<file path="src/rtl/spi_pkg.sv">
// Shared types and constants for the SPI slave front end.
package spi_pkg;

   typedef enum logic [2:0] {
      IDLE      = 3'd0,
      CHK_CMD   = 3'd1,
      WRITE     = 3'd2,
      READ_ADD  = 3'd3,
      READ_DATA = 3'd4
   } state_t;

   localparam logic [1:0] OP_WR_ADDR = 2'b00;
   localparam logic [1:0] OP_WR_DATA = 2'b01;
   localparam logic [1:0] OP_RD_ADDR = 2'b10;
   localparam logic [1:0] OP_RD_DATA = 2'b11;

   localparam int FRAME_BITS = 10;

endpackage

</file>
<file path="src/rtl/spi_tx_shifter.sv">
// MSB-first parallel-to-serial shifter for the RAM read response.
// The first bit appears in the cycle after load; the output idles at 0.
module spi_tx_shifter #(
   parameter int W = 8
) (
   input  logic         clk,
   input  logic         rst,
   input  logic         load,
   input  logic [W-1:0] data,
   input  logic         abort,
   output logic         serial,
   output logic         busy
);

   localparam int CW = $clog2(W) + 1;

   logic [W-1:0]  sr;
   logic [CW-1:0] remaining;

   // Load, shift and abort handling for the serial output.
   always_ff @(posedge clk or posedge rst) begin
      if (rst) begin
         sr        <= '0;
         remaining <= '0;
         busy      <= 1'b0;
         serial    <= 1'b0;
      end else if (abort) begin
         sr        <= '0;
         remaining <= '0;
         busy      <= 1'b0;
         serial    <= 1'b0;
      end else if (load) begin
         serial    <= data[W-1];
         sr        <= {data[W-2:0], 1'b0};
         remaining <= CW'(W - 1);
         busy      <= 1'b1;
      end else if (busy) begin
         if (remaining == '0) begin
            serial <= 1'b0;
            busy   <= 1'b0;
         end else begin
            serial    <= sr[W-1];
            sr        <= {sr[W-2:0], 1'b0};
            remaining <= remaining - CW'(1);
         end
      end else begin
         serial <= 1'b0;
      end
   end

endmodule

</file>
<file path="src/rtl/spi_slave_fsm.sv">
// SPI slave front end: deserialises MOSI frames into RAM command words and
// serialises the RAM read response onto MISO.
module spi_slave_fsm
   import spi_pkg::*;
#(
   parameter int ADDR_W = 8
) (
   input  logic              clk,
   input  logic              rst,
   input  logic              SS_n,
   input  logic              MOSI,
   input  logic [ADDR_W-1:0] tx_data,
   input  logic              tx_valid,
   output logic [ADDR_W+1:0] rx_data,
   output logic              rx_valid,
   output logic              MISO
);

   localparam int WORD_W = ADDR_W + 2;

   state_t            state;
   state_t            next_state;
   logic [3:0]        cnt;
   logic [WORD_W-2:0] shift;
   logic              done;
   logic              tx_taken;
   logic              rd_addr_seen;
   logic              in_payload;
   logic              last_bit;
   logic              load_tx;
   logic              abort;
   logic              tx_busy;

   // State register.
   always_ff @(posedge clk or posedge rst) begin
      if (rst) begin
         state <= IDLE;
      end else begin
         state <= next_state;
      end
   end

   // Next-state decode plus the per-cycle frame event strobes.
   always_comb begin
      next_state = state;
      in_payload = (state == WRITE) || (state == READ_ADD) || (state == READ_DATA);
      abort      = in_payload && SS_n;
      // SS_n high beats a coincident 10th bit: no word is delivered.
      last_bit   = in_payload && !SS_n && !done && (cnt == 4'(WORD_W - 1));
      load_tx    = (state == READ_DATA) && !SS_n && done && !tx_taken && tx_valid;
      case (state)
         IDLE: begin
            if (!SS_n) next_state = CHK_CMD;
            else       next_state = IDLE;
         end
         CHK_CMD: begin
            if (SS_n)              next_state = IDLE;
            else if (!MOSI)        next_state = WRITE;
            else if (!rd_addr_seen) next_state = READ_ADD;
            else                   next_state = READ_DATA;
         end
         WRITE, READ_ADD, READ_DATA: begin
            if (SS_n) next_state = IDLE;
            else      next_state = state;
         end
         default: next_state = IDLE;
      endcase
   end

   // Payload shift register, bit counter and per-frame progress flags.
   always_ff @(posedge clk or posedge rst) begin
      if (rst) begin
         cnt      <= 4'd0;
         shift    <= '0;
         done     <= 1'b0;
         tx_taken <= 1'b0;
      end else if (!in_payload || SS_n) begin
         cnt      <= 4'd0;
         shift    <= '0;
         done     <= 1'b0;
         tx_taken <= 1'b0;
      end else if (!done) begin
         shift <= {shift[WORD_W-3:0], MOSI};
         if (cnt == 4'(WORD_W - 1)) begin
            cnt  <= 4'd0;
            done <= 1'b1;
         end else begin
            cnt <= cnt + 4'd1;
         end
      end else if (load_tx) begin
         tx_taken <= 1'b1;
      end else begin
         tx_taken <= tx_taken;
      end
   end

   // Command word output and its one-cycle strobe.
   always_ff @(posedge clk or posedge rst) begin
      if (rst) begin
         rx_data  <= '0;
         rx_valid <= 1'b0;
      end else begin
         rx_valid <= last_bit;
         if (last_bit) begin
            rx_data <= {shift, MOSI};
         end else begin
            rx_data <= rx_data;
         end
      end
   end

   // Read-address bookkeeping; survives SS_n aborts, cleared by the response.
   always_ff @(posedge clk or posedge rst) begin
      if (rst) begin
         rd_addr_seen <= 1'b0;
      end else if (last_bit && (state == READ_ADD)) begin
         rd_addr_seen <= 1'b1;
      end else if (load_tx) begin
         rd_addr_seen <= 1'b0;
      end else begin
         rd_addr_seen <= rd_addr_seen;
      end
   end

   spi_tx_shifter #(
      .W (ADDR_W)
   ) u_tx (
      .clk    (clk),
      .rst    (rst),
      .load   (load_tx),
      .data   (tx_data),
      .abort  (abort),
      .serial (MISO),
      .busy   (tx_busy)
   );

endmodule
</file>
<file path="config.mk">
export PLATFORM = sky130hd
export DESIGN_NAME = spi_slave_fsm
export DESIGN_NICKNAME = d
export VERILOG_FILES = /design/src/rtl/spi_pkg.sv /design/src/rtl/spi_tx_shifter.sv /design/src/rtl/spi_slave_fsm.sv
export SDC_FILE = /design/constraint.sdc
export NUM_CORES = 1
export LEC_CHECK = 0
export CAP_MARGIN = 20
export CORE_ASPECT_RATIO = 0.6
export CORE_MARGIN = 5
export CORE_UTILIZATION = 39
export CTS_CLUSTER_DIAMETER = 120
export CTS_CLUSTER_SIZE = 8
export DETAILED_ROUTE_END_ITERATION = 16
export PLACE_DENSITY_LB_ADDON = 0.1
export SLEW_MARGIN = 25
export SYNTH_ARGS = -nofsm -noshare
export SYNTH_HDL_FRONTEND = slang
export SYNTH_SLANG_ARGS = --single-unit
</file>
<file path="constraint.sdc">
create_clock -name clk -period 1.85 [get_ports clk]
set_input_delay 0.37 -clock clk [delete_from_list [all_inputs] [get_ports clk]]
set_output_delay 0.37 -clock clk [all_outputs]
set_load 0.1 [all_outputs]
</file>
==> results of run 1 <==
## cells by family after synthesis
family,count (synthesis),share of synthesized area [%]
simple gates,62,17.0
flops,43,55.3
compound gates,31,10.3
mux,21,11.5
buf+inv,13,3.09
fa+ha+maj,3,1.93
xor+xnor,2,0.900
## registers in the layout, indices dropped and copies added, names as in the netlist
name and count:
tx_taken 1, u_tx.busy 1, u_tx.serial 1, rx_data 10, state 3, rx_valid 1, u_tx.remaining 4, cnt 4
shift 9, done 1, rd_addr_seen 1, u_tx.sr 7
## through the flow
stage | power, mW | area [µm²] | hold slack [ps] | setup TNS (ps) | worst slack [ps]
finish | 1.68 | 2590 | 447 | 0 | 85.9
global route | 1.75 | 2590 | 487 | 0 | 3.10
CTS | 1.69 | 2570 | 452 | 0 | 37.3
detailed placement | 1.08 | 2480 | 482 | -843 | -86.1
global placement | 1.08 | 2480 | 476 | -555 | -43.8
floorplan | 1.02 | 1950 | 457 | 0 | 98.2
## layout make-up
cell class	instances	share of cell area, %
Tap cell	63	3.04
Clock buffer	6	3.19
Clock inverter	1	0.193
Inverter	5	0.724
Multi-Input combinational cell	119	31.6
Sequential cell	43	41.5
Timing Repair Buffer	39	19.7
## final timing paths
check / start / to / slack, ps / depth (start not counted)
worst max-delay path: state[1] / rd_addr_seen / 90 / 5
worst min-delay path: rst / u_tx.remaining[2] / 450 / 3
worst max register to register: state[1] / rd_addr_seen / 90 / 5
worst min register to register: tx_taken / tx_taken / 490 / 2
max in group asynchronous: rst / u_tx.sr[3] / 1190 / 3
min in group clk: tx_taken / tx_taken / 490 / 2
## repair_timing
action                                  CTS  global route
hold endpoints to repair                  0             0
endpoints found under the setup margin    1            18
buffers inserted                          0             2
pin swaps                                 0             1
gates resized for setup                   1             3
## worst reg2reg max path, delay by kind of cell (launching register included)
family / cells / cell delay (ps)
and+or+nand+nor: 2 / 630
DFF: 1 / 460
buffers and inverters: 2 / 360
AOI/OAI and AO/OA: 1 / 210
## metal layers
| metal | wire [µm] | vias to the layer above | share of wire, % | global-route usage, % |
|---|---|---|---|---|
| met5 | 0 | - | 0 | 0 |
| li1 | - | 678 | - | - |
| met4 | 70 | 0 | 1.8 | 5.47 |
| met3 | 157 | 8 | 4.1 | 3.64 |
| met1 | 1900 | 686 | 49 | 18.2 |
| met2 | 1710 | 24 | 45 | 21.0 |
## where the power goes
group          internal [mW]  switching (mW)
Combinational         0.0524          0.0547
Sequential             0.947          0.0102
Clock                  0.293           0.318
## cell usage after synthesis
| master | count |
|---|---|
| a2111oi_0 | 1 |
| a211oi_1 | 5 |
| a21oi_1 | 17 |
| a221oi_1 | 1 |
| a31oi_1 | 1 |
| a32o_1 | 1 |
| and2_1 | 2 |
| and2b_1 | 1 |
| buf_1 | 1 |
| buf_2 | 3 |
| buf_6 | 1 |
| clkbuf_1 | 3 |
| dfrtp_1 | 43 |
| ha_1 | 3 |
| inv_1 | 5 |
| mux2_2 | 11 |
| mux2i_1 | 10 |
| nand2_1 | 17 |
| nand2b_1 | 1 |
| nand3_1 | 3 |
| nand3b_1 | 1 |
| nand4b_1 | 1 |
| nor2_1 | 22 |
| nor2b_1 | 1 |
| nor3_1 | 5 |
| nor3b_4 | 2 |
| nor4_4 | 1 |
| o21a_1 | 2 |
| o21ai_0 | 2 |
| o21bai_4 | 1 |
| or3_1 | 3 |
| or3b_1 | 2 |
| xnor2_1 | 1 |
| xor2_1 | 1 |
==> results.yml, run 1 <==
run_status:
  status: "finished, final reports clean"
detailed_routing:
  vias_per_cell: 5.06
  vias: 1396
  firstDrtPassIters: 4
  wl_per_cell_um: 13.9
  drc: 0
  postRouteWirelength_um: 3840
  drtIter0Drc: 39
  final_antenna_net_count: 0
power:
  p_per_area_nw_per_um2: 647
  vdd_drop_max_uv: 299
  leakagePower_nw: 1.11
clock_tree:
  clk_latency_ps: 300
  clock_path_buffers: 2
  clk_pin_slew_ps: 90
  numCtsBuffers: 5
  cts_tree: "done"
  ctsHoldBuffers: 0
  cts_max_level: 2
  cts_root_buf: "clkbuf_8"
  clock_sinks: 43
floorplan:
  rows: 19
  ios: 25
  die-area_um2: 6550
  die_h_um: 64.7
  core_region_area_um2: 4710
  initial_utilization_pct: 41.3
  dieWidth_um: 101
synth:
  ys_top_cells_by_area: "dfrtp_1 (55%), mux2_2 (6.4%), mux2i_1 (5.1%)"
  synth_area_leader_cell: "dfrtp_1"
  syn_area_um2: 1950
  ys_ff_latch: 43
  yosysSeqAreaShare_pct: 55.3
  syn_nets: 191
  ys_types: 34
  syn_avg_cell_area_um2: 11.1
  synth.top_cell.area_share_pct: 55.3
  synthCells: 175
  yosys_warnings: 0
final_layout:
  seq_area_um2: 1080
  nets: 229
  layout_commonest_cell: "dfrtp_1"
  fin_cells: 276
  multi_input_area_um2: 820
  syn2layout_area_growth_pct: 33.2
  antenna_cells: 0
  utilization_pct: 55.1
  final_cell_mix: "dfrtp_1 (43), nor2_1 (22), a21oi_1 (17), nand2_1 (16), buf_12 (15)"
  drive_above_1_share_pct: 24.9
  nFillCells: 406
critical_path:
  worstPathArrival_ps: 1960
  endpoint_kind: "flip-flop"
  slowest_delay_ps: 460
  cpMaxStageDelayCell: "dfrtp_1"
  cp-start-kind: "flip-flop"
  cp_common_cell: "buf_4"
  cp_max_fo: 12
  cp.required_ps: 2040
  path_delay_family: "simple AND/OR/NAND/NOR gates"
  path_class: "reg -> reg"
  cp_cell_sequence: "nor3b_4, buf_4, or3b_1, buf_4, a32o_1"
  critPathBufInv: 2
placement:
  dpl.hpwl_um: 2730
  gp_congestion: 0.724
  port_buffers: 24
  post-place-cells: 267
timing:
  rsz0062_at_grt: "false"
  drv_slew: 0
  fin_crit_ps: 1760
  fin_crit_sh_pct: 95.4
  setup_viol: 0
  fmax_mhz: 567
  hold_viol: 0
  maxSlewHeadroom_pct: 75.8
  skew_ps: 11.9
  worst_pin_slew_ps: 353
grt:
  grt_usage_pct: 13.6
  antenna_found_initial: 0
  grt_max_degree: 44
  grt_overflow: 0
  grt_pass1_wl_um: 6990
  grt_pass1_vias: 1503
min_path:
  hp-class: "in -> async"
flow_run:
  drv_cap: 0
Note: power is estimated with default switching activity, not from simulation.
==> run 2, diff against run 1 <==
--- a/config.mk
+++ b/config.mk
@@ -8,7 +8,7 @@
 export CAP_MARGIN = 20
 export CORE_ASPECT_RATIO = 0.6
 export CORE_MARGIN = 5
-export CORE_UTILIZATION = 39
+export CORE_UTILIZATION = 49
 export CTS_CLUSTER_DIAMETER = 120
 export CTS_CLUSTER_SIZE = 8
 export DETAILED_ROUTE_END_ITERATION = 16
==> run 2 against run 1 <==
  * Worst setup slack lost 23 ps
  * Core utilization grew 14 points
  * Sequential power is essentially flat
  * Largest power group unchanged
  * Via count grew 3.2%
  * Wire length grew 7.3%
  * Cell count shrank 5.1%
  * Clock-buffer cell count is the same
==> results.yml, run 2 (synthesized netlist as in run 1, its figures left out) <==
grt:
  grt_pass1_vias: 1570
  grt_max_degree: 44
  antenna_found_initial: 0
  grt_usage_pct: 17.3
  grt_pass1_wl_um: 7270
  grt_overflow: 0
final_layout:
  top_register: "rx_data"
  top_regs: "rx_data x10, shift x9, u_tx.sr x7"
  syn2layout_area_growth_pct: 32.5
  nets: 230
  final_cell_mix: "dfrtp_1 (42), nor2_1 (22), a21oi_1 (17), nand2_1 (16), buf_12 (15)"
  largest_reg_flops: 10
  fin_cells: 262
  layout_commonest_cell: "dfrtp_1"
  antenna_cells: 0
  drive_above_1_share_pct: 26.0
critical_path:
  slowest_delay_ps: 460
  worstPathArrival_ps: 1970
  cp_max_fo: 12
  endpoint_kind: "flip-flop"
  cp.required_ps: 2040
  r2r-end: "rd_addr_seen"
  cpMaxStageDelayCell: "dfrtp_2"
  timing.rr.start: "state[1]"
  cp-start-kind: "flip-flop"
  worstRegToRegCells: 5
  cp_common_cell: "buf_4"
  ff2ff_setup_slack_ps: 60
  critPathBufInv: 2
  path_delay_family: "simple AND/OR/NAND/NOR gates"
  path_class: "reg -> reg"
  cp_cell_sequence: "nor3b_4, buf_4, or3b_1, buf_4, a32o_1"
timing:
  drv_slew: 0
  skew_ps: 2.62
  hold_viol: 0
  fin_crit_ps: 1790
  maxSlewHeadroom_pct: 69.4
  fin_crit_sh_pct: 96.6
  fmax_mhz: 559
  worst_pin_slew_ps: 448
  rsz0062_at_grt: "false"
  tns_ps: 0
  setup_viol: 0
clock_tree:
  numCtsBuffers: 5
  cts_root_buf: "clkbuf_8"
  clk_pin_slew_ps: 80
  clock_path_buffers: 2
  clock_sinks: 43
  clk_latency_ps: 290
  cts_tree: "done"
  cts_max_level: 2
power:
  leakagePower_nw: 1.11
  finalPower_mw: 1.65
  p_per_area_nw_per_um2: 640
  vdd_drop_max_uv: 485
detailed_routing:
  postRouteWirelength_um: 4120
  final_antenna_net_count: 0
  wl_per_cell_um: 15.7
  vias: 1440
  vias_per_cell: 5.50
  drc: 0
  drtIter0Drc: 62
  firstDrtPassIters: 4
floorplan:
  rows: 17
  ios: 25
  core_region_area_um2: 3740
  initial_utilization_pct: 52.0
  dieWidth_um: 91.4
  die-area_um2: 5370
  die_h_um: 58.8
placement:
  dpl.hpwl_um: 2910
  port_buffers: 24
  gp_congestion: 0.762
  post-place-cells: 252
flow_run:
  drv_cap: 0
min_path:
  hp-class: "in -> async"
run_status:
  status: "finished, final reports clean"
## run 2: cell count changes in the layout (fill, tap and decap cells not counted), sizes merged
cell      delta
clkinvlp     +1
buf          +1
## run 2: layer usage
layer / global-route usage, % / wire [µm] / vias to the layer above
met1: 23.2 / 2000 / 718
li1: - / - / 687
met2: 27.3 / 1950 / 30
met4: 7.32 / 37 / 0
met3: 4.09 / 131 / 5
met5: 0 / 0 / -
## run 2: cell type report
class | instances | area, µm²
clock buffers | 6 | 72.6
clock inverters | 2 | 12.5
fillers | 267 | 1160
inverters | 5 | 18.8
multi-input cells | 119 | 821
flip-flops and latches | 43 | 1080
well taps | 47 | 58.8
repair buffers | 40 | 518
## run 2: report_power, final
part	total, mW	internal, mW	switching (mW)
Combinational	0.106	0.0505	0.0553
Sequential	0.958	0.947	0.0107
Clock	0.587	0.264	0.323
Total	1.65	1.26	0.389
## run 2: how the worst max path moves through the flow
stage                     cells past startpoint  slack, ps           end  startpoint
after global placement                        5        -70    rx_data[5]        SS_n
after detailed placement                      5        -70    rx_data[8]        SS_n
after CTS                                     5          3    rx_data[5]    state[1]
after floorplan                               5        100    rx_data[1]    state[0]
after global routing                          5         20  rd_addr_seen    state[1]
final                                         5         60  rd_addr_seen    state[1]
## run 2: worst min-delay path, cell delays in order
cell and delay, ps:
clkdlybuf4s50_1 400, inv_1 90, buf_12 250
## run 2: metrics by stage
step	setup WS [ps]	area, µm²	hold WS [ps]	util (%)
6_report	62.6	2580	435	68.9
5_1_grt	22.0	2580	462	68.9
4_1_cts	3.38	2550	444	68.1
3_5_place_dp	-65.1	2470	500	65.9
3_3_place_gp	-72.0	2470	480	65.9
2_1_floorplan	98.2	1950	457	-
## run 2: repair_timing
item                                    4_1_cts  5_1_grt
setup buffers                                 0        2
endpoints found under the setup margin        0       16
hold buffers                                  0        0
resized for setup                             0        7
==> run 3, diff against run 2 <==
--- a/config.mk
+++ b/config.mk
@@ -7,7 +7,7 @@
 export LEC_CHECK = 0
 export CAP_MARGIN = 20
 export CORE_ASPECT_RATIO = 0.6
-export CORE_MARGIN = 5
+export CORE_MARGIN = 8
 export CORE_UTILIZATION = 49
 export CTS_CLUSTER_DIAMETER = 120
 export CTS_CLUSTER_SIZE = 8
==> run 3 against run 2 <==
  * Via count up 1.7%
  * Clock-buffer cell count up 2
  * Design area up 0.19%
  * Largest cell class unchanged
==> results.yml, run 3 (synthesized netlist as in run 1, its figures left out) <==
critical_path:
  worstPathArrival_ps: 1970
  path_class: "reg -> reg"
  cp_cell_sequence: "inv_1, ha_2, or3b_4, and2_1, buf_12, a21oi_1, a211oi_1"
  cp-start-kind: "flip-flop"
  startpoint: "u_tx.remaining[0]"
  endpoint_kind: "flip-flop"
  cpMaxStageDelayCell: "dfrtp_1"
  timing.rr.start: "u_tx.remaining[0]"
  cp_max_fo: 8
  slowest_delay_ps: 410
  cp.required_ps: 2030
detailed_routing:
  drc: 0
  drtIter0Drc: 62
  firstDrtPassIters: 4
  final_antenna_net_count: 0
  vias: 1464
  postRouteWirelength_um: 4260
  vias_per_cell: 5.61
  wl_per_cell_um: 16.3
timing:
  maxSlewHeadroom_pct: 66.4
  skew_ps: 11.1
  hold_viol: 0
  fin_crit_sh_pct: 97.1
  fin_ws_ps: 53.7
  tns_ps: 0
  setup_viol: 0
  rsz0062_at_grt: "false"
  fmax_mhz: 557
  drv_slew: 0
  worst_pin_slew_ps: 492
  hold_slack_ps: 442
  fin_crit_ps: 1800
grt:
  grt_usage_pct: 14.0
  grt_pass1_vias: 1503
  grt_pass1_wl_um: 7220
  grt_overflow: 0
  grt_max_degree: 44
  antenna_found_initial: 0
final_layout:
  syn2layout_area_growth_pct: 32.8
  antenna_cells: 0
  top_regs: "rx_data x10, shift x9, u_tx.sr x7"
  top_register: "rx_data"
  fin_cells: 261
  seq_area_um2: 1080
  final_cell_mix: "dfrtp_1 (42), nor2_1 (22), a21oi_1 (17), nand2_1 (16), buf_12 (15)"
  nets: 229
  drive_above_1_share_pct: 25.2
  layout_commonest_cell: "dfrtp_1"
  nFillCells: 281
  largest_reg_flops: 10
  multi_input_area_um2: 818
clock_tree:
  numCtsBuffers: 5
  clk_pin_slew_ps: 90
  cts_root_buf: "clkbuf_8"
  clk_latency_ps: 290
  clock_sinks: 43
  cts_tree: "done"
  cts_max_level: 2
  clock_path_buffers: 2
floorplan:
  ios: 25
  die_h_um: 64.8
  rows: 17
  core_region_area_um2: 3740
  dieWidth_um: 97.4
  initial_utilization_pct: 52.0
  die-area_um2: 6310
run_status:
  status: "finished, final reports clean"
placement:
  post-place-cells: 252
  port_buffers: 24
  gp_congestion: 0.739
  dpl.hpwl_um: 3120
  post-place-ws_ps: -81.2
power:
  leakagePower_nw: 1.11
  vdd_drop_max_uv: 452
  p_per_area_nw_per_um2: 663
min_path:
  hp-class: "in -> async"
flow_run:
  drv_cap: 0
[run 3: cell types whose count changed in the layout (fill, tap and decap cells not counted)]
cell	previous run	this run
clkinv_2	1	0
and2_4	1	0
buf_4	13	12
clkinvlp_4	1	0
clkbuf_8	5	7
and2_1	1	2
[run 3: per-layer routing]
metal	track usage, %	routed length (µm)	part of all wire, %
met4	6.00	58	1.4
met3	4.55	212	5.0
met1	17.7	1980	46
met5	0	0	0
met2	21.8	2020	47
[run 3: area by class of cell]
type / count / share of cell area (%)
Clock buffer: 8 / 3.87
Inverter: 5 / 0.726
Multi-Input combinational cell: 119 / 31.7
Sequential cell: 43 / 41.7
Tap cell: 47 / 2.28
Timing Repair Buffer: 39 / 19.8
[run 3: through the flow]
step           util [%]  power [mW]  cell area, µm²
6_report           69.0        1.71            2580
5_1_grt            69.0        1.78            2580
4_1_cts            68.8        1.72            2570
3_5_place_dp       65.9        1.08            2470
3_3_place_gp       65.9        1.08            2470
2_1_floorplan         -        1.02            1950
[run 3: worst paths after layout]
check | depth (start not counted) | slack, ps | endpoint
max | 7 | 50 | u_tx.sr[4]
min | 3 | 440 | shift[0]
max reg2reg | 7 | 50 | u_tx.sr[4]
min reg2reg | 2 | 520 | tx_taken
max in group asynchronous | 3 | 1200 | state[1]
min in group clk | 2 | 520 | tx_taken
[run 3: critical path, delay by kind of cell, from the launching register on]
family,cells,cell delay (ps)
DFF,1,410
adders and majority gates,1,190
AOI/OAI and AO/OA,2,240
buffers and inverters,2,230
and+or+nand+nor,2,610
[run 3: what timing repair did]
action,in CTS,in global routing
setup endpoints to repair,1,18
pin swaps,1,1
buffers inserted,1,0
endpoints found under the hold margin,0,0
hold buffers,0,0
gates resized for setup,0,5
[run 3: where the power goes]
part | total [mW] | leakage (nW) | internal [mW] | switching, mW
clock | 0.650 | 0.0515 | 0.341 | 0.309
combinational | 0.106 | 0.465 | 0.0502 | 0.0556
sequential | 0.958 | 0.596 | 0.947 | 0.0108
total | 1.71 | 1.11 | 1.34 | 0.375
